<file path="src/rtl/lsu_wb.sv">
// LSU writeback stage.
//
// Takes the memory read response for a load and aligns/extends it according
// to the load's size, byte offset and sign mode. It then drives the LSU lane's
// register-file write port. While a load response is outstanding the upstream
// LSU stages are held via stall_out. If no response arrives within
// TIMEOUT_CYCLES, the load is abandoned.
//
// State | Meaning
// ------+-----------------------------------------------------------------
// IDLE  | accepting a new op from the EX/WB register; immediate completion
// WAIT  | aligned load accepted, waiting for mem_rvalid (captured fields)
//
// Ports:
//   clk, rst                 clock, synchronous active-high reset
//   is_load_in, zero_ext_in  op is a load / zero-extend (else sign-extend)
//   is_nop_in                slot carries a NOP
//   size_in                  00 byte, 01 half, 10 word, 11 illegal
//   rd_in, addr_lo_in        destination register, load byte offset
//   mem_rdata, mem_rvalid    memory read response
//   rf_we/rf_waddr/rf_wdata  registered register-file write port
//   stall_out                hold upstream LSU stages (combinational)
//   misaligned_err           one-cycle pulse: misaligned or illegal-size load
//   timeout_err              one-cycle pulse: load response never arrived

module lsu_wb #(
    parameter int DATA_W         = 32,
    parameter int TIMEOUT_CYCLES = 16
) (
    input  logic              clk,
    input  logic              rst,
    input  logic              is_load_in,
    input  logic              zero_ext_in,
    input  logic              is_nop_in,
    input  logic [1:0]        size_in,
    input  logic [4:0]        rd_in,
    input  logic [1:0]        addr_lo_in,
    input  logic [DATA_W-1:0] mem_rdata,
    input  logic              mem_rvalid,
    output logic              rf_we,
    output logic [4:0]        rf_waddr,
    output logic [DATA_W-1:0] rf_wdata,
    output logic              stall_out,
    output logic              misaligned_err,
    output logic              timeout_err
);

    localparam logic [0:0] S_IDLE = 1'b0;
    localparam logic [0:0] S_WAIT = 1'b1;

    localparam int CNT_W = $clog2(TIMEOUT_CYCLES + 1);
    localparam logic [CNT_W-1:0] CNT_LAST = CNT_W'(TIMEOUT_CYCLES - 1);

    logic [0:0]       state, state_d;
    logic [CNT_W-1:0] cnt, cnt_d;

    logic [4:0] cap_rd;
    logic [1:0] cap_size;
    logic       cap_zext;
    logic [1:0] cap_off;

    logic live_load;
    logic misaligned;
    logic accept;
    logic do_write;
    logic expire;

    logic [4:0]        sel_rd;
    logic [1:0]        sel_size;
    logic              sel_zext;
    logic [1:0]        sel_off;
    logic [7:0]        ext_b;
    logic [15:0]       ext_h;
    logic [DATA_W-1:0] ext_data;

    assign live_load  = is_load_in && !is_nop_in;
    assign misaligned = (size_in == 2'b11) ||
                        (size_in == 2'b01 && addr_lo_in[0]) ||
                        (size_in == 2'b10 && addr_lo_in != 2'b00);
    assign accept     = (state == S_IDLE) && live_load && !misaligned;
    assign expire     = (state == S_WAIT) && !mem_rvalid && (cnt == CNT_LAST);
    assign do_write   = mem_rvalid && (accept || state == S_WAIT);

    // An immediate response in IDLE completes before the capture registers
    // load, so the write path reads the live fields in IDLE and the captured
    // fields in WAIT.
    always_comb begin
        sel_rd   = cap_rd;
        sel_size = cap_size;
        sel_zext = cap_zext;
        sel_off  = cap_off;
        if (state == S_IDLE) begin
            sel_rd   = rd_in;
            sel_size = size_in;
            sel_zext = zero_ext_in;
            sel_off  = addr_lo_in;
        end
    end

    always_comb begin
        ext_b    = mem_rdata[{sel_off, 3'b000} +: 8];
        ext_h    = mem_rdata[{sel_off[1], 4'b0000} +: 16];
        ext_data = mem_rdata;
        case (sel_size)
            2'b00:   ext_data = {{(DATA_W-8){!sel_zext && ext_b[7]}}, ext_b};
            2'b01:   ext_data = {{(DATA_W-16){!sel_zext && ext_h[15]}}, ext_h};
            default: ext_data = mem_rdata;
        endcase
    end

    always_comb begin
        if (rst) begin
            stall_out = 1'b0;
        end else if (state == S_WAIT) begin
            stall_out = !mem_rvalid;
        end else begin
            stall_out = accept && !mem_rvalid;
        end
    end

    always_comb begin
        state_d = state;
        cnt_d   = cnt;
        case (state)
            S_IDLE: begin
                if (accept && !mem_rvalid) begin
                    state_d = S_WAIT;
                    cnt_d   = CNT_W'(1);
                end
            end
            S_WAIT: begin
                if (mem_rvalid || expire) begin
                    state_d = S_IDLE;
                    cnt_d   = '0;
                end else begin
                    cnt_d = cnt + CNT_W'(1);
                end
            end
            default: begin
                state_d = S_IDLE;
                cnt_d   = '0;
            end
        endcase
    end

    always_ff @(posedge clk) begin
        if (rst) begin
            state          <= S_IDLE;
            cnt            <= '0;
            cap_rd         <= '0;
            cap_size       <= '0;
            cap_zext       <= 1'b0;
            cap_off        <= '0;
            rf_we          <= 1'b0;
            rf_waddr       <= '0;
            rf_wdata       <= '0;
            misaligned_err <= 1'b0;
            timeout_err    <= 1'b0;
        end else begin
            state          <= state_d;
            cnt            <= cnt_d;
            misaligned_err <= (state == S_IDLE) && live_load && misaligned;
            timeout_err    <= expire;
            if (accept) begin
                cap_rd   <= rd_in;
                cap_size <= size_in;
                cap_zext <= zero_ext_in;
                cap_off  <= addr_lo_in;
            end
            // A load to x0 finishes the handshake but leaves the port untouched.
            rf_we <= do_write && (sel_rd != 5'd0);
            if (do_write && sel_rd != 5'd0) begin
                rf_waddr <= sel_rd;
                rf_wdata <= ext_data;
            end
        end
    end

endmodule

</file>
<file path="config.mk">
export PLATFORM = sky130hd
export DESIGN_NAME = lsu_wb
export DESIGN_NICKNAME = d
export VERILOG_FILES = /design/src/rtl/lsu_wb.sv
export SDC_FILE = /design/constraint.sdc
export NUM_CORES = 1
export LEC_CHECK = 0
export ABC_AREA = 1
export CAP_MARGIN = 15
export CORE_UTILIZATION = 52
export CTS_CLUSTER_SIZE = 8
export DETAILED_ROUTE_END_ITERATION = 10
export HOLD_SLACK_MARGIN = 0.06
export PLACE_DENSITY = 0.85
export SLEW_MARGIN = 40
export SYNTH_ARGS = -nofsm -noshare
export SYNTH_HDL_FRONTEND = slang
export SYNTH_SLANG_ARGS = --single-unit
</file>
<file path="constraint.sdc">
create_clock -name clk -period 2.9 [get_ports clk]
set_input_delay 0.58 -clock clk [delete_from_list [all_inputs] [get_ports clk]]
set_output_delay 0.58 -clock clk [all_outputs]
set_load 0.05 [all_outputs]
</file>
; Yosys cells after proc, flatten, opt, wreduce, memory -nomap -nowiden
; Cells that the tools add are included.
[op_classes]
reduce_logical = 24
n_bitwise = 1
addsub = 1
eq_ne = 6
n_lt_le_gt_ge = 0
shift = 2
n_mul = 0
mux = 13
div_mod_pow = 0
[ops]
columns = cell, count
row1 = 32-bit case mux with 2 select lines, 1
row2 = 32-bit by 6-bit variable part select with 16-bit output, 1
row3 = 32-bit by 6-bit variable part select with 8-bit output, 1
row4 = 5-bit two-way mux, 3
row5 = 1-bit logical AND, 13
row6 = 5-bit case mux with 2 select lines, 1
row7 = 5-bit by 1-bit adder with 5-bit output (second input constant), 1
row8 = 5-bit by 4-bit == test with 1-bit output (second input constant), 1
row9 = 1-bit two-way mux, 5
row10 = 5-bit nonzero test, 1
row11 = 2-bit by 1-bit == test with 1-bit output (second input constant), 2
row12 = 2-bit == test (second input constant), 2
row13 = 1-bit logical NOT, 4
row14 = 1-bit logical OR, 4
row15 = 2-bit two-way mux, 2
row16 = 2-bit logical NOT, 1
row17 = 2-bit by 1-bit inequality test with 1-bit output (second input constant), 1
row18 = 1-bit case mux with 2 select lines, 1
row19 = 2-bit nonzero test, 1
row20 = 1-bit inverter, 1
[totals]
input_bits = 47
memories = 0
romBits = 0
regBits = 56
wordCells = 58
latchBits = 0
output_inout_bits = 41
ramBits = 0

; Depth between registers and ports, before layout
; Gate-level depths: netlist (run 1).
[logic_depth]
word_depth = 9
ltp_mapped = 14
ltp_nobuf = 11

; Worst setup path before layout (run 1)
; No wires, ideal clock.
[synth_timing]
kind = input port to output port
startpoint = in is_nop_in
endpoint = out stall_out
arrival_time_ns = 1.414
slack_ns = 0.906
n_path_buf = 0
required_ns = 2.320
stages = 4
cell_sequence = nor3b_2 > nand2_2 > nand2_2 > and3_1
[synth_via]
elab_chain_len = 7
[synth_lines]
columns = element, line
row1 = "start, declared", 34  ; input logic is_nop_in,
row2 = 1-bit logical NOT, 76  ; assign live_load = is_load_in && !is_nop_in;
row3 = 1-bit logical AND, 76
row4 = 1-bit logical AND (2 in a row), 80  ; assign accept = (state == S_IDLE) && live_load && !misaligned;
row5 = 1-bit logical AND, 117  ; stall_out = accept && !mem_rvalid;
row6 = 1-bit two-way mux, 114  ; end else if (state == S_WAIT) begin
row7 = 1-bit two-way mux, 112  ; if (rst) begin
row8 = "end, declared", 43  ; output logic stall_out,
; No other way between the ends.

; Worst setup path after layout (run 1)
[layout_timing]
startpoint = reg state
endpoint = reg rf_wdata[12]
[layout_via]
elab_chain_len = 6
word_cells_on_any_way = 18
[layout_lines]
columns = element, line
row1 = "start, declared", 54  ; logic [0:0] state, state_d;
row2 = "start signal, assigned", 160  ; state <= state_d;
row3 = "parallel branches: the longest is 6 deep, another holds 32-bit by 6-bit variable part select with 8-bit output", n/a
row4 = "end signal, assigned", 174  ; rf_wdata <= ext_data;
row5 = "end, declared", 42  ; output logic [DATA_W-1:0] rf_wdata,
; Several ways; the timed one is not identified.
; A chain may end at the register's enable or synchronous reset.

==> results of run 1 <==
flip-flops by register name, summed over array words and instances (netlist names):
signal          count
cap_size            2
cap_zext            1
cnt                 5
timeout_err         1
rf_we               1
misaligned_err      1
rf_waddr            5
state               1
rf_wdata           32
cap_rd              5
cap_off             2
synthesized netlist by cell type, types with 2 or more instances:
cell,instances,area share [%]
sky130_fd_sc_hd__nand3_1,29,4.5
sky130_fd_sc_hd__nor2_1,83,9.6
sky130_fd_sc_hd__o21ai_1,2,0.31
sky130_fd_sc_hd__inv_1,87,10
sky130_fd_sc_hd__inv_2,2,0.23
sky130_fd_sc_hd__a21oi_1,45,6.9
sky130_fd_sc_hd__dfxtp_1,56,35
sky130_fd_sc_hd__clkbuf_1,7,0.81
sky130_fd_sc_hd__buf_4,4,0.92
sky130_fd_sc_hd__inv_4,2,0.39
sky130_fd_sc_hd__nor3_1,2,0.31
sky130_fd_sc_hd__o21ai_0,34,5.2
sky130_fd_sc_hd__nand2_2,8,1.5
sky130_fd_sc_hd__buf_6,6,2.1
sky130_fd_sc_hd__ha_1,2,0.77
sky130_fd_sc_hd__buf_2,4,0.62
sky130_fd_sc_hd__nor2_4,4,1.4
sky130_fd_sc_hd__nand2_1,149,17
report_power, final:
part | switching [mW] | total, mW | leakage, nW | internal, mW
Clock | 0.248 | 0.412 | 0.0400 | 0.164
Sequential | 0.0182 | 0.820 | 0.455 | 0.802
Combinational | 0.280 | 0.455 | 1.45 | 0.175
layout make-up:
cell class	count	area (um^2)	share of cell area, %
Clock buffer	5	68.8	1.63
Clock inverter	2	12.5	0.297
Inverter	92	350	8.32
Multi-Input combinational cell	367	1630	38.6
Sequential cell	56	1120	26.6
Tap cell	75	93.8	2.23
Timing Repair Buffer	93	938	22.3
routing by layer:
| layer | global-route usage, % | share of wire [%] | vias up |
|---|---|---|---|
| met2 | 44.4 | 48 | 128 |
| met5 | 0 | 0 | - |
| met4 | 10.5 | 2.4 | 0 |
| li1 | - | - | 1784 |
| met3 | 4.61 | 6.4 | 21 |
| met1 | 33.1 | 44 | 1560 |
per-stage QoR:
stage | std cells | setup slack, ns | util [%]
2_1_floorplan | 537 | 0.906 | -
3_3_place_gp | 683 | 0.543 | 69.4
3_5_place_dp | 683 | 0.454 | 69.4
4_1_cts | 690 | 0.516 | 70.7
5_1_grt | 690 | 0.278 | 70.7
6_report | 690 | 0.490 | 70.7
logic make-up (layout without fill, tap and decap cells):
family                     count (synthesis)  count (layout)  synth area share [%]
AOI/OAI and AO/OA                         83              83                  13.0
adders and majority gates                  2               2                 0.771
buffers and inverters                    114             192                  15.3
DFF                                       56              56                  34.5
and+or+nand+nor                          282             282                  36.4
final timing paths:
check	slack, ns	from	end	cells past startpoint
setup / recovery	0.49	state$_SDFF_PP0_	rf_wdata[12]$_SDFFE_PP0P_	10
hold / removal	0.47	cap_rd[4]$_SDFFE_PP0P_	cap_rd[4]$_SDFFE_PP0P_	2
setup reg to reg	0.49	state$_SDFF_PP0_	rf_wdata[12]$_SDFFE_PP0P_	10
hold reg to reg	0.47	cap_rd[4]$_SDFFE_PP0P_	cap_rd[4]$_SDFFE_PP0P_	2
critical path, stage by stage, from the launching register on:
cell and delay (ns):
sky130_fd_sc_hd__dfxtp_1 0.77, sky130_fd_sc_hd__inv_4 0.19, sky130_fd_sc_hd__nand2_1 0.16, sky130_fd_sc_hd__nand2_2 0.20, sky130_fd_sc_hd__o21ai_0 0.27, sky130_fd_sc_hd__nand2_1 0.07, sky130_fd_sc_hd__nand2_1 0.09, sky130_fd_sc_hd__nand2_2 0.22
sky130_fd_sc_hd__inv_2 0.20, sky130_fd_sc_hd__nor2_1 0.07, sky130_fd_sc_hd__nor2_1 0.09
==> summary by stage, run 1 <==
Routing
The residual DRC count is 0. The routed via count is 3493. The total wire length after detailed routing is about 8.1 mm. In this run the remaining antenna-violating nets after routing total 0. After detailed routing, the number of vias per cell comes to 5.06. The detailed router finished its first iteration with 265 violations. The detailed-routing iteration count for the pre-antenna-repair pass is 5. Dividing the detail-routed wire length by the instance count gives 11.8 um.

Die
The die is between 80 and 90 um wide. The die covers ~0.0066 mm^2. The die boundary height is 81.0 um.

After floorplanning, the core was sized to cover 0.00596 mm^2. The initial utilization of the core area, before any placement, comes to a little over half. The number of rows in the core area is 28.

In this run the count of I/O pins placed on the die edge is 88.

Global routing
Entering global routing, the biggest net connects 32 pins. The number of antenna violations at the first check in global routing is 0. The via count of the first global-routing pass came to 3137.

Global routing used 26.3% of the available tracks. Summed over all layers, the global routing overflow is 0. The wire length of the first global-routing pass is 13.5 mm.

Clocking
After clock tree synthesis, the flow added hold-fix buffers numbering 0. The post-CTS clock slew at the launch and capture registers of the worst setup and hold paths is 0.10 ns. The source-to-sink clock delay at the later pin of the worst-skew pair is roughly 0.31 ns. The total setup buffers inserted after CTS is 0. Post-CTS repair changed the size of 0 cells. The H-tree generated during clock tree synthesis spans 2 levels.

The number of clock sinks is 56. The root buffer cell chosen for the clock tree is sky130_fd_sc_hd__clkbuf_8. TritonCTS built the clock tree. The longest clock path from root to sink contains 2 buffers. In this run, CTS created clock tree buffers numbering 5.

Critical path
The critical path class is reg -> reg. The maximum fanout count along the critical path is 19. The worst setup path is captured at a register. The worst path arrival time is about 2.7 ns. STA classifies the critical path startpoint as a register.

The endpoint required time on the critical path is about 3.2 ns.

Cells and area
The number of antenna diodes is 0. In the layout the commonest cells are sky130_fd_sc_hd__nand2_1, sky130_fd_sc_hd__inv_1, sky130_fd_sc_hd__clkdlybuf4s50_1. Relative to the synthesized area, the layout overhead comes to 29.7%. Summing all non-filler instances in the final layout gives an area of around 0.0042 mm^2. The proportion of layout cells with a drive suffix above 1 is around 5.9%. Leaving out fill and tap cells, the most frequent cell in the layout is sky130_fd_sc_hd__nand2_1. The number of fillers in the final layout is between 500 and 600. The layout net count is ~660.

Logic synthesis
For this run, the number of Yosys warnings is 0. Synthesis handed over a netlist of 537 instances. The number of nets produced by synthesis is 586. In this run, synthesis produced a sequential element count of 56. The number of library cell types mapped by synthesis is 29. The sequential cell area fraction in the yosys report is between 30 and 40%. The number of flops mapped to enable cells by yosys is 0.

A synthesized cell averages ~6.0 um^2. The async set or reset register ratio after synthesis is 0%. The cell area after technology mapping is 0.00325 mm^2. For this run, the leading register cell type out of synthesis is sky130_fd_sc_hd__dfxtp_1.

Job
The tool flagged a number of max-cap violations equal to 0.

STA
The number of hold-slack violations in the final timing report is 0. The transition time at the pin with the least slew margin is 0.680 ns. Setup repair after global routing left no endpoint under its margin. Summed over all failing endpoints, the final setup total negative slack is 0 ns.

The worst hold slack after final layout is around 0.47 ns. The number of pins with negative max-slew slack in the final report came to 0. The maximum achievable frequency is ~410 MHz.

Setup violations remaining at the end of the flow were counted as 0. In this run the tightest slew margin relative to its limit is approximately 55%. Across the routed clock network, the largest skew measured is about 0.0087 ns. The final critical path takes up 83.1% of the cycle.

The post-route minimum period is between 2 and 2.5 ns.

Place
The placed instance area is approximately 0.0041 mm^2. Port buffering added a little under 90 buffers. The final RePlAce weighted congestion is a little under 0.9. The half-perimeter wire length after placement is just over 6 mm.

Pwr
The worst supply voltage drop on vdd is approximately 0.25 mV. The analysis attributes to cell leakage a power of a little under 2 nW. The power per cell area is about 400 mW/mm^2. The total design power is roughly 1.7 mW.

Run status
The flow ran to the end, and the final reports show no timing, DRC or antenna violations.

Min path
The worst min-delay path category is reg -> reg.
(Power assumes the default switching activity.)
==> inputs of run 2 (changes only) <==
--- a/config.mk
+++ b/config.mk
@@ -7,11 +7,11 @@
 export LEC_CHECK = 0
 export ABC_AREA = 1
 export CAP_MARGIN = 15
-export CORE_UTILIZATION = 52
+export CORE_UTILIZATION = 49
 export CTS_CLUSTER_SIZE = 8
 export DETAILED_ROUTE_END_ITERATION = 10
 export HOLD_SLACK_MARGIN = 0.06
-export PLACE_DENSITY = 0.85
+export PLACE_DENSITY = 0.81
 export SLEW_MARGIN = 40
 export SYNTH_ARGS = -nofsm -noshare
 export SYNTH_HDL_FRONTEND = slang
==> constraint.sdc (replaced) <==
create_clock -name clk -period 2.4 [get_ports clk]
set_input_delay 0.48 -clock clk [delete_from_list [all_inputs] [get_ports clk]]
set_output_delay 0.48 -clock clk [all_outputs]
set_load 0.05 [all_outputs]
==> run 2 against run 1 <==
Compared with the run above: sequential power is 21% higher; setup slack got worse by 0.29 ns; clock skew shrank 0.00074 ns; flip-flop and latch count stayed put; global-route usage shrank 2.7 points; power increased by 28%; highest routed layer unchanged.
==> summary by stage, run 2 (same netlist as run 1, synthesis figures left out) <==
Cells and area
The register ranked first by flip-flop count is rf_wdata. In the layout the commonest cells are sky130_fd_sc_hd__nand2_1, sky130_fd_sc_hd__inv_1, sky130_fd_sc_hd__clkdlybuf4s50_1. The area used by multi-input combinational logic is 0.00163 mm^2 (unchanged).

The number of fillers in the final layout is 574 (+4.2%). The final cell count without fillers is 701 (+1.6%). The number of antenna diodes is 0 (unchanged). The core utilization of the finished layout was 67.6% (-3.2 points). The proportion of layout cells with a drive suffix above 1 is 7.05% (+1.2 points). The register area is 0.00112 mm^2 (unchanged). The most common cell after layout, fill and taps aside is sky130_fd_sc_hd__nand2_1.

The number of flip-flops under the largest register name is 32 (unchanged). The layout net count came to 672 (+1.2%). The synthesis-to-layout area growth is 32.9%.

STA
The maximum achievable frequency is ~450 MHz. The final-report setup violation count is 0 (unchanged). The portion of the clock cycle consumed by the worst path in the final layout is 91.7%. The number of pins with negative max-slew slack in the final report is 0 (unchanged). The worst setup skew after layout is 0.00798 ns (-0.000739 ns). The total negative slack for setup checks was 0 ns (unchanged).

The worst hold slack after final layout came to 0.457 ns (-0.00794 ns). The number of hold-slack violations in the final timing report is 0 (unchanged). The post-route minimum period is 2.20 ns.

Setup repair after global routing left no endpoint under its margin. The transition time at the pin with the least slew margin is 0.533 ns (-0.147 ns). The worst max-slew margin expressed relative to the limit is 64.3% (+9.8 points).

Clocking
The source-to-sink clock delay at the later pin of the worst-skew pair is 0.31 ns (about the same). The deepest level of the CTS H-tree is 2 (unchanged). The total clock buffers created by CTS is 5 (unchanged). The number of clock sinks came to 56 (unchanged). The tree is rooted in a sky130_fd_sc_hd__clkbuf_8. The post-CTS clock slew at the launch and capture registers of the worst setup and hold paths is 0.09 ns (about the same). The number of cells upsized or downsized after cts came to 0 (unchanged).

The buffer levels on the longest clock path was 2 (unchanged). The count of hold-fix buffers inserted at cts is 0 (unchanged). The total setup buffers inserted after CTS was 0 (unchanged). TritonCTS built the clock tree.

Place
The number of port buffers was 87 (unchanged). The half-perimeter wire length after placement is 6.32 mm (+3.1%). The number of placed instances with taps included is 693 (+1.5%).

The final RePlAce weighted congestion is 0.883 (-0.73%).

Die
The number of rows in the core area is 29 (+3.6%). The total I/O pin count was 88 (unchanged). The floorplan die area is 0.00696 mm^2 (+6.0%).

The starting density of the core came to 50.8% (-3.7 points). The placeable core area came to 0.00639 mm^2 (+7.2%). The die width came to 83.4 um (+2.9%). The die boundary height is 83.4 um (+2.9%).

Routing
The average detailed-routed wire length per instance is 11.8 um (+0.55%). The mean number of vias per cell is 4.96 (-2.1%). The residual DRC count is 0 (unchanged). The total wire length after detailed routing is 8.29 mm (+2.2%).

The detailed-routing iteration count for the pre-antenna-repair pass is 5 (unchanged). The post-route antenna net violation count came to 0 (unchanged). The initial DRC count is 156 (-41%).

The routed via count was 3475 (-0.52%).

Global routing
The wire length of the first global-routing pass is 13.4 mm (-0.67%). The total congestion overflow is 0 (unchanged). The number of antenna violations at the first check in global routing was 0 (unchanged). The global routing usage summed across all routing layers is 23.6% (-2.7 points). The maximum number of pins on one net before global-route repair is 30 (-6.3%). The via count of the first global-routing pass was 3081 (-1.8%).

Pwr
The worst supply voltage drop on vdd is 0.322 mV (+28%). The power per cell area came to 501 mW/mm^2 (+25%). The total design power was 2.16 mW (+28%). The standby leakage power is 2.00 nW (+3.0%).

Critical path
The maximum fanout count along the critical path is 4 (-15). The worst setup path is launched from an input pin. The worst path arrival time is 1.72 ns (-0.94 ns). The endpoint required time on the critical path is 1.92 ns (-1.23 ns). The endpoint type of the worst setup path is an output pin. The flop-to-flop setup slack was 0.47 ns (-0.02 ns).

The critical path class is in -> out.

Job
The max-cap check violation count was 0 (unchanged).

Run status
The flow ran to the end, and the final reports show no timing, DRC or antenna violations.

Min path
The worst min-delay path category is reg -> reg.
-- run 2: path summary, 6_finish.rpt --
check / start / endpoint / cells after the start
setup reg to reg: state$_SDFF_PP0_ / rf_wdata[6]$_SDFFE_PP0P_ / 9
hold / removal: cap_size[1]$_SDFFE_PP0P_ / cap_size[1]$_SDFFE_PP0P_ / 2
hold reg to reg: cap_size[1]$_SDFFE_PP0P_ / cap_size[1]$_SDFFE_PP0P_ / 2
setup / recovery: addr_lo_in[0] / stall_out / 8
-- run 2: routing by layer --
layer,vias to the layer above,track usage (%),share of wire [%]
met2,109,42.7,49
met1,1551,28.6,44
met4,0,7.21,1.7
li1,1799,-,-
met5,-,0,0
met3,16,3.58,5.1
-- run 2: cell type report --
type                            count  share of cell area (%)
Multi-Input combinational cell    367                    37.7
Sequential cell                    56                    26.0
Timing Repair Buffer              101                    23.4
Inverter                           92                    8.12
Tap cell                           77                    2.23
Clock buffer                        6                    1.68
Clock inverter                      2                   0.812
-- run 2: critical path: stages --
cell and delay [ns]:
sky130_fd_sc_hd__clkdlybuf4s50_1 0.52, sky130_fd_sc_hd__inv_1 0.07, sky130_fd_sc_hd__nand3_1 0.08, sky130_fd_sc_hd__nand2_1 0.08
sky130_fd_sc_hd__nand2_2 0.09, sky130_fd_sc_hd__nand2_2 0.07, sky130_fd_sc_hd__and3_1 0.15, sky130_fd_sc_hd__buf_4 0.18
-- run 2: power by group --
group / switching [mW] / total (mW) / internal [mW]
clock: 0.298 / 0.608 / 0.310
combinational: 0.340 / 0.562 / 0.222
sequential: 0.0213 / 0.990 / 0.969
-- run 2: stage by stage --
stage	area (um^2)	setup slack, ns
global placement	4210	0.238
finish	4310	0.200
floorplan	3250	0.606
detailed placement	4210	0.178
CTS	4310	0.204
global route	4310	0.0897
==> inputs of run 3 (changes only) <==
--- a/config.mk
+++ b/config.mk
@@ -7,11 +7,11 @@
 export LEC_CHECK = 0
 export ABC_AREA = 1
 export CAP_MARGIN = 15
-export CORE_UTILIZATION = 49
+export CORE_MARGIN = 4
+export CORE_UTILIZATION = 30
 export CTS_CLUSTER_SIZE = 8
 export DETAILED_ROUTE_END_ITERATION = 10
 export HOLD_SLACK_MARGIN = 0.06
-export PLACE_DENSITY = 0.81
 export SLEW_MARGIN = 40
 export SYNTH_ARGS = -nofsm -noshare
 export SYNTH_HDL_FRONTEND = slang
==> run 3 against run 2 <==
Compared with the run above: power up 4.9%; sequential share of layout area down 0.36 points; combinational power about the same; die area up 80%; count of clock-buffer cells in the layout down 1; final area up 1.4%; clock skew up 0.0022 ns; global-route usage down 9.2 points; core utilization down 26 points; first-iteration DRC count up 15%; largest cell class unchanged.
==> summary by stage, run 3 (same netlist as run 1, synthesis figures left out) <==
Run status
The flow ran to the end, and the final reports show no timing, DRC or antenna violations.

Min path
The worst min-delay path category is reg -> reg. The startpoint identified for the worst hold timing path is cap_size[0]$_SDFFE_PP0P_. The number of cells on the worst hold path is 2 (unchanged).

STA
The post-route minimum period is 2.22 ns (+0.0209 ns). The worst max-slew margin expressed relative to the limit is 65.8% (+1.5 points). The slack of the critical path is 0.179 ns (-0.0209 ns).

The number of pins with negative max-slew slack in the final report is 0 (unchanged). The number of hold-slack violations in the final timing report is 0 (unchanged). The portion of the clock cycle consumed by the worst path in the final layout is 92.6% (+0.87 points). The worst setup skew after layout came to 0.0102 ns (+0.00221 ns). The final-report setup violation count is 0 (unchanged).

The maximum achievable frequency is 450 MHz (-0.94%). The transition time at the pin with the least slew margin is 0.511 ns (-0.0223 ns). Setup repair after global routing left no endpoint under its margin. The total negative slack for setup checks is 0 ns (unchanged).

Pwr
The standby leakage power is 1.99 nW (-0.47%). The power per cell area was 518 mW/mm^2 (+3.5%). The worst supply voltage drop on vdd is 0.261 mV (-19%).

Die
The placeable core area is 0.0104 mm^2 (+63%). The die boundary height came to 112 um (+34%). The die width is 112 um (+34%).

The starting density of the core was 31.2% (-20 points). The floorplan die area is 0.0126 mm^2 (+80%). The total I/O pin count is 88 (unchanged). The number of rows in the core area came to 37 (+28%).

Cells and area
The number of antenna diodes came to 0 (unchanged). The layout net count is 669 (-0.45%). Compared with the post-synthesis result, the final layout area differs by 34.7%. In the layout the commonest cells are sky130_fd_sc_hd__nand2_1, sky130_fd_sc_hd__inv_1, sky130_fd_sc_hd__clkdlybuf4s50_1. The most common cell after layout, fill and taps aside is sky130_fd_sc_hd__nand2_1. The number of flip-flops under the largest register name is 32 (unchanged). The final cell count without fillers came to 756 (+7.8%). The proportion of layout cells with a drive suffix above 1 is 6.61% (-0.44 points). The number of fillers in the final layout is 1079 (+88%).

The register ranked first by flip-flop count is rf_wdata.

Clocking
The count of hold-fix buffers inserted at cts is 0 (unchanged). The number of cells upsized or downsized after cts is 0 (unchanged). The total clock buffers created by CTS is 5 (unchanged). The root buffer cell is sky130_fd_sc_hd__clkbuf_8. The post-CTS clock slew at the launch and capture registers of the worst setup and hold paths is 0.10 ns (about the same).

The CTS tree is yes. The deepest level of the CTS H-tree is 2 (unchanged). The total setup buffers inserted after CTS was 0 (unchanged).

The buffer levels on the longest clock path is 2 (unchanged). The source-to-sink clock delay at the later pin of the worst-skew pair is 0.31 ns (about the same). The number of clock sinks is 56 (unchanged).

Critical path
The source of the worst register-to-register timing path is state$_SDFF_PP0_. The startpoint type of the worst setup path is an input pin. The endpoint required time on the critical path came to 1.92 ns (about the same). The path depth of the worst reg2reg path was 10 (+1).

The worst path arrival time was 1.74 ns (+0.02 ns). The source of the critical timing path is addr_lo_in[0]. STA classifies the critical path endpoint as an output pin.

The worst setup path is of the in -> out kind. The maximum fanout count along the critical path is 4 (unchanged).

Global routing
The global routing usage summed across all routing layers is 14.4% (-9.2 points). The wire length of the first global-routing pass came to 15.0 mm (+12%). The total congestion overflow is 0 (unchanged). The maximum number of pins on one net before global-route repair is 32 (+6.7%). The via count of the first global-routing pass came to 3103 (+0.71%). The number of antenna violations at the first check in global routing is 0 (unchanged).

Routing
The residual DRC count is 0 (unchanged). The mean number of vias per cell is 4.46 (-10%). The average detailed-routed wire length per instance is 12.2 um (+2.9%). The initial DRC count is 180 (+15%). The post-route antenna net violation count was 0 (unchanged). The detailed-routing iteration count for the pre-antenna-repair pass came to 4 (-1). The routed via count is 3373 (-2.9%). The total wire length after detailed routing is 9.20 mm (+11%).

Job
The max-cap check violation count is 0 (unchanged).

Place
The half-perimeter wire length after placement was 7.08 mm (+12%). The pre-CTS setup slack is 0.179 ns (+0.000617 ns). The final RePlAce weighted congestion was 0.825 (-6.6%). The number of port buffers is 87 (unchanged). The number of placed instances with taps included came to 749 (+8.1%).
[run 3: changes by cell type in the layout (fill, tap and decap cells not counted), sizes merged]
cell | previous run | this run
clkinv | 2 | 1
bufinv | 1 | 2
clkbuf | 6 | 5
buf | 15 | 12
[run 3: layout make-up]
cell class / count / area, um^2 / area share (%)
multi-input cells: 367 / 1630 / 37.2
inverters: 92 / 350 / 8.01
flip-flops and latches: 56 / 1120 / 25.6
clock inverters: 2 / 60.1 / 1.37
well taps: 136 / 170 / 3.89
repair buffers: 98 / 976 / 22.3
clock buffers: 5 / 68.8 / 1.57
[run 3: worst max-delay path: stages]
cell	delay [ns]
sky130_fd_sc_hd__clkdlybuf4s50_1	0.46
sky130_fd_sc_hd__inv_1	0.10
sky130_fd_sc_hd__nand3_1	0.06
sky130_fd_sc_hd__nand2_1	0.09
sky130_fd_sc_hd__nand2_2	0.09
sky130_fd_sc_hd__nand2_2	0.09
sky130_fd_sc_hd__and3_1	0.17
sky130_fd_sc_hd__buf_4	0.20
[run 3: worst paths after layout]
kind,to,slack [ns]
worst max-delay path,stall_out,0.18
worst min-delay path,cap_size[0]$_SDFFE_PP0P_,0.46
worst max register to register,rf_wdata[17]$_SDFFE_PP0P_,0.41
worst min register to register,cap_size[0]$_SDFFE_PP0P_,0.46
[run 3: where the power goes]
part | switching (mW) | leakage, nW | internal, mW
clock | 0.307 | 0.0642 | 0.411
sequential | 0.0211 | 0.455 | 0.969
combinational | 0.342 | 1.47 | 0.217
total | 0.670 | 1.99 | 1.60
[run 3: stage by stage]
step                instance area [um^2]  total power [mW]  hold slack (ns)  utilization (%)
floorplan                           3250              1.36            0.430                -
global placement                    4250              1.57            0.440             40.8
detailed placement                  4250              1.57            0.445             40.8
CTS                                 4370              2.30            0.461             42.0
global route                        4370              2.39            0.483             42.0
finish                              4370              2.27            0.461             42.0
[run 3: routing by layer]
layer,track usage [%],up-vias,part of all wire (%)
met5,0,-,0
met4,2.56,0,0.53
met3,3.23,4,5.1
met2,24.5,83,47
met1,18.9,1486,48
li1,-,1800,-
==> patch 1 (settings of run 2) <==
The parameter `TIMEOUT_CYCLES` goes from 16 to 32.
--- a/src/rtl/lsu_wb.sv
+++ b/src/rtl/lsu_wb.sv
@@ -25,7 +25,7 @@
 
 module lsu_wb #(
     parameter int DATA_W         = 32,
-    parameter int TIMEOUT_CYCLES = 16
+    parameter int TIMEOUT_CYCLES = 32
 ) (
     input  logic              clk,
     input  logic              rst,
Function: no difference found for any inputs over 10 cycles, from zero or initial values and one cycle with rst high; that may be too few to reach the edited logic, so the function may still have changed.
==> patch 1 against run 2 <==
Worst setup slack got worse by 8.4 ps; power increased by 19%; sequential cell count increased by 1; cell area decreased by 2.1%; synthesized area decreased by 4.9%; register-to-register slack got worse by 20 ps; wire length increased by 5.2%; die area decreased by 4.8%; clock power increased by 69%; largest power group is now clock.
==> patch 1: results (changes against run 2) <==
- Gpl congestion: 0.880 (was 0.883)
- Initial antenna violation count: 0 (unchanged)
- DP Area: 3990 um2 (was 4210 um2)
- Number of fill cells: 500 (was 574)
- H-tree Lvls: 3 (was 2)
- Number of port buffers: 87 (unchanged)
- HPWL Detailed: 6170 um (was 6320 um)
- Clk root buf: clkbuf_8 (unchanged)
- Sequential area share after synthesis: 37.0% (was 34.5%)
- Min-delay worst type: flop to flop (unchanged)
- Post-CTS sizing: 0 (unchanged)
- Syn Nets: 527 (was 586)
- Largest net degree at the start of global routing: 39 (was 30)
- Arrival @ worst endpoint: 1730 ps
- Setup Fix Bufs, Post-CTS: 0 (unchanged)
- Dpl ws: 169 ps (was 178 ps)
- Vias in the first global route: 3077 (was 3081)
- Clk_lat worst skew: 340 ps (was 310 ps)
- Setup Skew: 14.0 ps (was 7.98 ps)
- VDD IR max: 0.384 mV (was 0.322 mV)
- Syn. warnings: 0 (unchanged)
- GRT Total Usage: 27.5% (was 23.6%)
- Leakage: 1.82 nW (was 2.00 nW)
- Clock Pin Slew Worst Setup and Hold Paths: 60 ps (was 90 ps)
- Status: finished, final reports clean (unchanged)
- Routed len/inst: 13.5 um (was 11.8 um)
- Synth area leaders: dfxtp_1 37%, nand2_1 19%, nor2_1 10% (was dfxtp_1 35%, nand2_1 17%, inv_1 10%)
- Share of cells above drive strength 1: 8.60% (was 7.05%)
- First-pass GRT wire length: 13800 um (was 13400 um)
- Distinct cells, synth: 32 (was 29)
- Final #Nets: 613 (was 672)
- Biggest regs: rf_wdata x32, cnt x6
- Num CTS Buffers: 9 (was 5)
- Vias: 3427 (was 3475)
- Bufs on Longest Clock Path: 2 (unchanged)
- Most frequent cells after synthesis: 154 x nand2_1, 82 x nor2_1, 57 x dfxtp_1 (was 149 x nand2_1, 87 x inv_1, 83 x nor2_1)
- Slew headroom: 66.1% (was 64.3%)
- DRT iter0 DRCs: 230 (was 156)
-- patch 1: metrics by stage --
stage	std cells	total power [mW]	utilization (%)
detailed placement	629	1.56	66.7
global placement	629	1.55	66.7
finish	645	2.57	70.5
global route	645	2.68	70.5
floorplan	479	1.36	-
CTS	645	2.58	70.5
-- patch 1: cell type report --
type	instances	area, um2	share of cell area (%)
Clock buffer	11	151	3.59
Clock inverter	5	77.6	1.84
Inverter	37	144	3.41
Multi-Input combinational cell	360	1620	38.5
Sequential cell	57	1140	27.0
Tap cell	75	93.8	2.22
Timing Repair Buffer	100	991	23.5
-- patch 1: critical path, cell delays in order --
cell and delay [ps]:
clkdlybuf4s50_1 460, nor2_1 120, nand2_1 60, nand2_1 100, nand2_2 60, nand2_1 80, and3_1 210, buf_12 150
-- patch 1: cell families after synthesis --
family / count (synthesis) / share of synthesized area (%)
fa+ha+maj: 1 / 0.405
mux: 1 / 0.324
simple gates: 296 / 41.5
buf+inv: 62 / 10.4
compound gates: 62 / 10.4
flops: 57 / 37.0
-- patch 1: final timing paths --
check | end | slack [ps] | depth (start not counted) | start
max | stall_out | 190 | 8 | size_in[0]
min | cap_size[1] | 460 | 2 | cap_size[1]
max reg2reg | rf_wdata[29] | 450 | 11 | state
min reg2reg | cap_size[1] | 460 | 2 | cap_size[1]
-- patch 1: report_power, final --
part           switching (mW)  internal (mW)  leakage [nW]
Combinational           0.325          0.207          1.25
Clock                   0.396          0.637         0.115
Sequential             0.0216          0.987         0.463
Total                   0.743           1.83          1.82
-- patch 1: routing by layer --
layer  GRT usage, %  part of all wire, %
met3           6.63                  8.8
met5              0                    0
met1           33.2                   41
met4           10.4                  1.9
met2           46.9                   48
==> patch 2 (config.mk and constraints of run 2) <==
Without the edit above. Register the output `misaligned_err` once more, with the module's reset; this adds one clock of latency there. The other outputs are not delayed to match. Comments in the files are not updated.
--- a/src/rtl/lsu_wb.sv
+++ b/src/rtl/lsu_wb.sv
@@ -50,6 +50,8 @@
 
     localparam int CNT_W = $clog2(TIMEOUT_CYCLES + 1);
     localparam logic [CNT_W-1:0] CNT_LAST = CNT_W'(TIMEOUT_CYCLES - 1);
+
+    logic misaligned_err_s0;
 
     logic [0:0]       state, state_d;
     logic [CNT_W-1:0] cnt, cnt_d;
@@ -154,12 +156,12 @@
             rf_we          <= 1'b0;
             rf_waddr       <= '0;
             rf_wdata       <= '0;
-            misaligned_err <= 1'b0;
+            misaligned_err_s0 <= 1'b0;
             timeout_err    <= 1'b0;
         end else begin
             state          <= state_d;
             cnt            <= cnt_d;
-            misaligned_err <= (state == S_IDLE) && live_load && misaligned;
+            misaligned_err_s0 <= (state == S_IDLE) && live_load && misaligned;
             timeout_err    <= expire;
             if (accept) begin
                 cap_rd   <= rd_in;
@@ -176,5 +178,13 @@
         end
     end
 
+    always_ff @(posedge clk) begin
+        if (rst) begin
+            misaligned_err <= '0;
+        end else begin
+            misaligned_err <= misaligned_err_s0;
+        end
+    end
+
 endmodule
 
Check against the original RTL: not equivalent (Yosys sat finds a counterexample within 4 cycles, from zero or initial values and one cycle with rst high).
==> patch 2 against run 2 <==
Count of clock-buffer cells in the layout rose by 6; combinational power fell by 1%; power rose by 15%; clock power rose by 51%; cell area fell by 0.35%; synthesized area fell by 1.3%; critical path type unchanged; sequential cell count rose by 1; maximum frequency fell by 1.4%; wire length fell by 0.45%; cell count fell by 2.9%; worst setup slack got worse by 31 ps; non-clock buffer count fell by 5.
==> patch 2: results (changes against run 2) <==
- Status: finished, final reports clean (unchanged)
- Distinct cells, synth: 26 (was 29)
- Largest net degree at the start of global routing: 47 (was 30)
- Setup Skew: 11.6 ps (was 7.98 ps)
- Synth area leaders: dfxtp_1 36%, nand2_1 13%, nor2_1 11% (was dfxtp_1 35%, nand2_1 17%, inv_1 10%)
- GRT Total Usage: 24.8% (was 23.6%)
- VDD IR max: 0.436 mV (was 0.322 mV)
- Number of fill cells: 573 (was 574)
- Dpl ws: 139 ps (was 178 ps)
- Synth Area per Inst: 6.22 um2 (was 6.05 um2)
- DRT iter0 DRCs: 217 (was 156)
- Cell count after placement: 666 (was 693)
- Worst Max-Slew Pin Slew: 523 ps (was 533 ps)
- Routed len/inst: 12.1 um (was 11.8 um)
- Arrival @ worst endpoint: 1750 ps (was 1720 ps)
- Syn Nets: 564 (was 586)
- Fin cells: 681 (was 701)
- GR Util met2: 41.7% (was 42.7%)
- Final #Nets: 649 (was 672)
- Leakage: 2.01 nW (was 2.00 nW)
- Area share of the largest cell type after synthesis: 35.6% (was 34.5%)
- Clk_lat worst skew: 350 ps (was 310 ps)
- Num CTS Buffers: 9 (was 5)
- Met3 Resource Use GR: 4.37% (was 3.58%)
- HPWL Detailed: 5860 um (was 6320 um)
- Gpl congestion: 0.874 (was 0.883)
- Clock Pin Slew Worst Setup and Hold Paths: 60 ps (was 90 ps)
- Vias in the first global route: 3117 (was 3081)
- First-pass GRT wire length: 13900 um (was 13400 um)
- M1 GR Usage: 30.3% (was 28.6%)
- DP Area: 4100 um2 (was 4210 um2)
- H-tree Lvls: 3 (was 2)
- Share of cells above drive strength 1: 7.12% (was 7.05%)
- Internal power: 1.73 mW (was 1.50 mW)
- Most frequent cells after synthesis: 113 x nand2_1, 98 x nor2_1, 81 x inv_1 (was 149 x nand2_1, 87 x inv_1, 83 x nor2_1)
==> patch 2: worst paths after layout <==
check | slack [ps] | start | to | cells after the start
worst max-delay path | 170 | addr_lo_in[0] | stall_out | 8
worst min-delay path | 410 | misaligned_err_s0 | misaligned_err | 2
worst max register to register | 410 | state | rf_wdata[11] | 10
worst min register to register | 410 | misaligned_err_s0 | misaligned_err | 2
==> patch 2: layer usage <==
| layer | share of wire [%] | up-vias |
|---|---|---|
| met5 | 0 | - |
| met4 | 2.2 | 0 |
| met3 | 5.8 | 20 |
| met2 | 48 | 128 |
| met1 | 44 | 1495 |
| li1 | - | 1741 |
==> patch 2: cells by family after synthesis <==
group                    after synthesis  synth area share (%)
flip-flops                            57                  35.6
AND/OR/NAND/NOR                      258                  33.7
adder cells (fa/ha/maj)                2                 0.781
AO/OA/AOI/OAI                         91                  14.9
buffers and inverters                107                  15.0
==> patch 2: power by group through the flow <==
stage | Combinational (mW) | Sequential (mW) | Clock [mW]
CTS | 0.552 | 1.01 | 0.923
global placement | 0.541 | 1.03 | 0
detailed placement | 0.549 | 1.03 | 0
global route | 0.602 | 1.02 | 0.971
finish | 0.555 | 1.01 | 0.916
floorplan | 0.245 | 1.14 | 0
==> patch 2: area by class of cell <==
cell class	instances	area [um2]	share of cell area, %
multi-input combinational	351	1580	36.8
clock inverter	3	40.0	0.931
clock buffer	12	155	3.61
timing repair buffer	96	961	22.4
tap	77	96.3	2.24
sequential	57	1140	26.5
inverter	85	324	7.54
==> patch 2: critical path, stage by stage <==
cell and delay, ps:
clkdlybuf4s50_1 470, inv_1 100, nand3_1 70, nand2_1 90, nand2_2 60, nand2_1 110, and3_1 170, buf_4 190
==> patch 2: metrics by stage <==
step                      utilization (%)  power [mW]
after floorplan                         -        1.38
after global routing                 68.1        2.59
final                                68.1        2.48
after detailed placement             65.0        1.58
after global placement               65.0        1.57
after CTS                            68.1        2.49
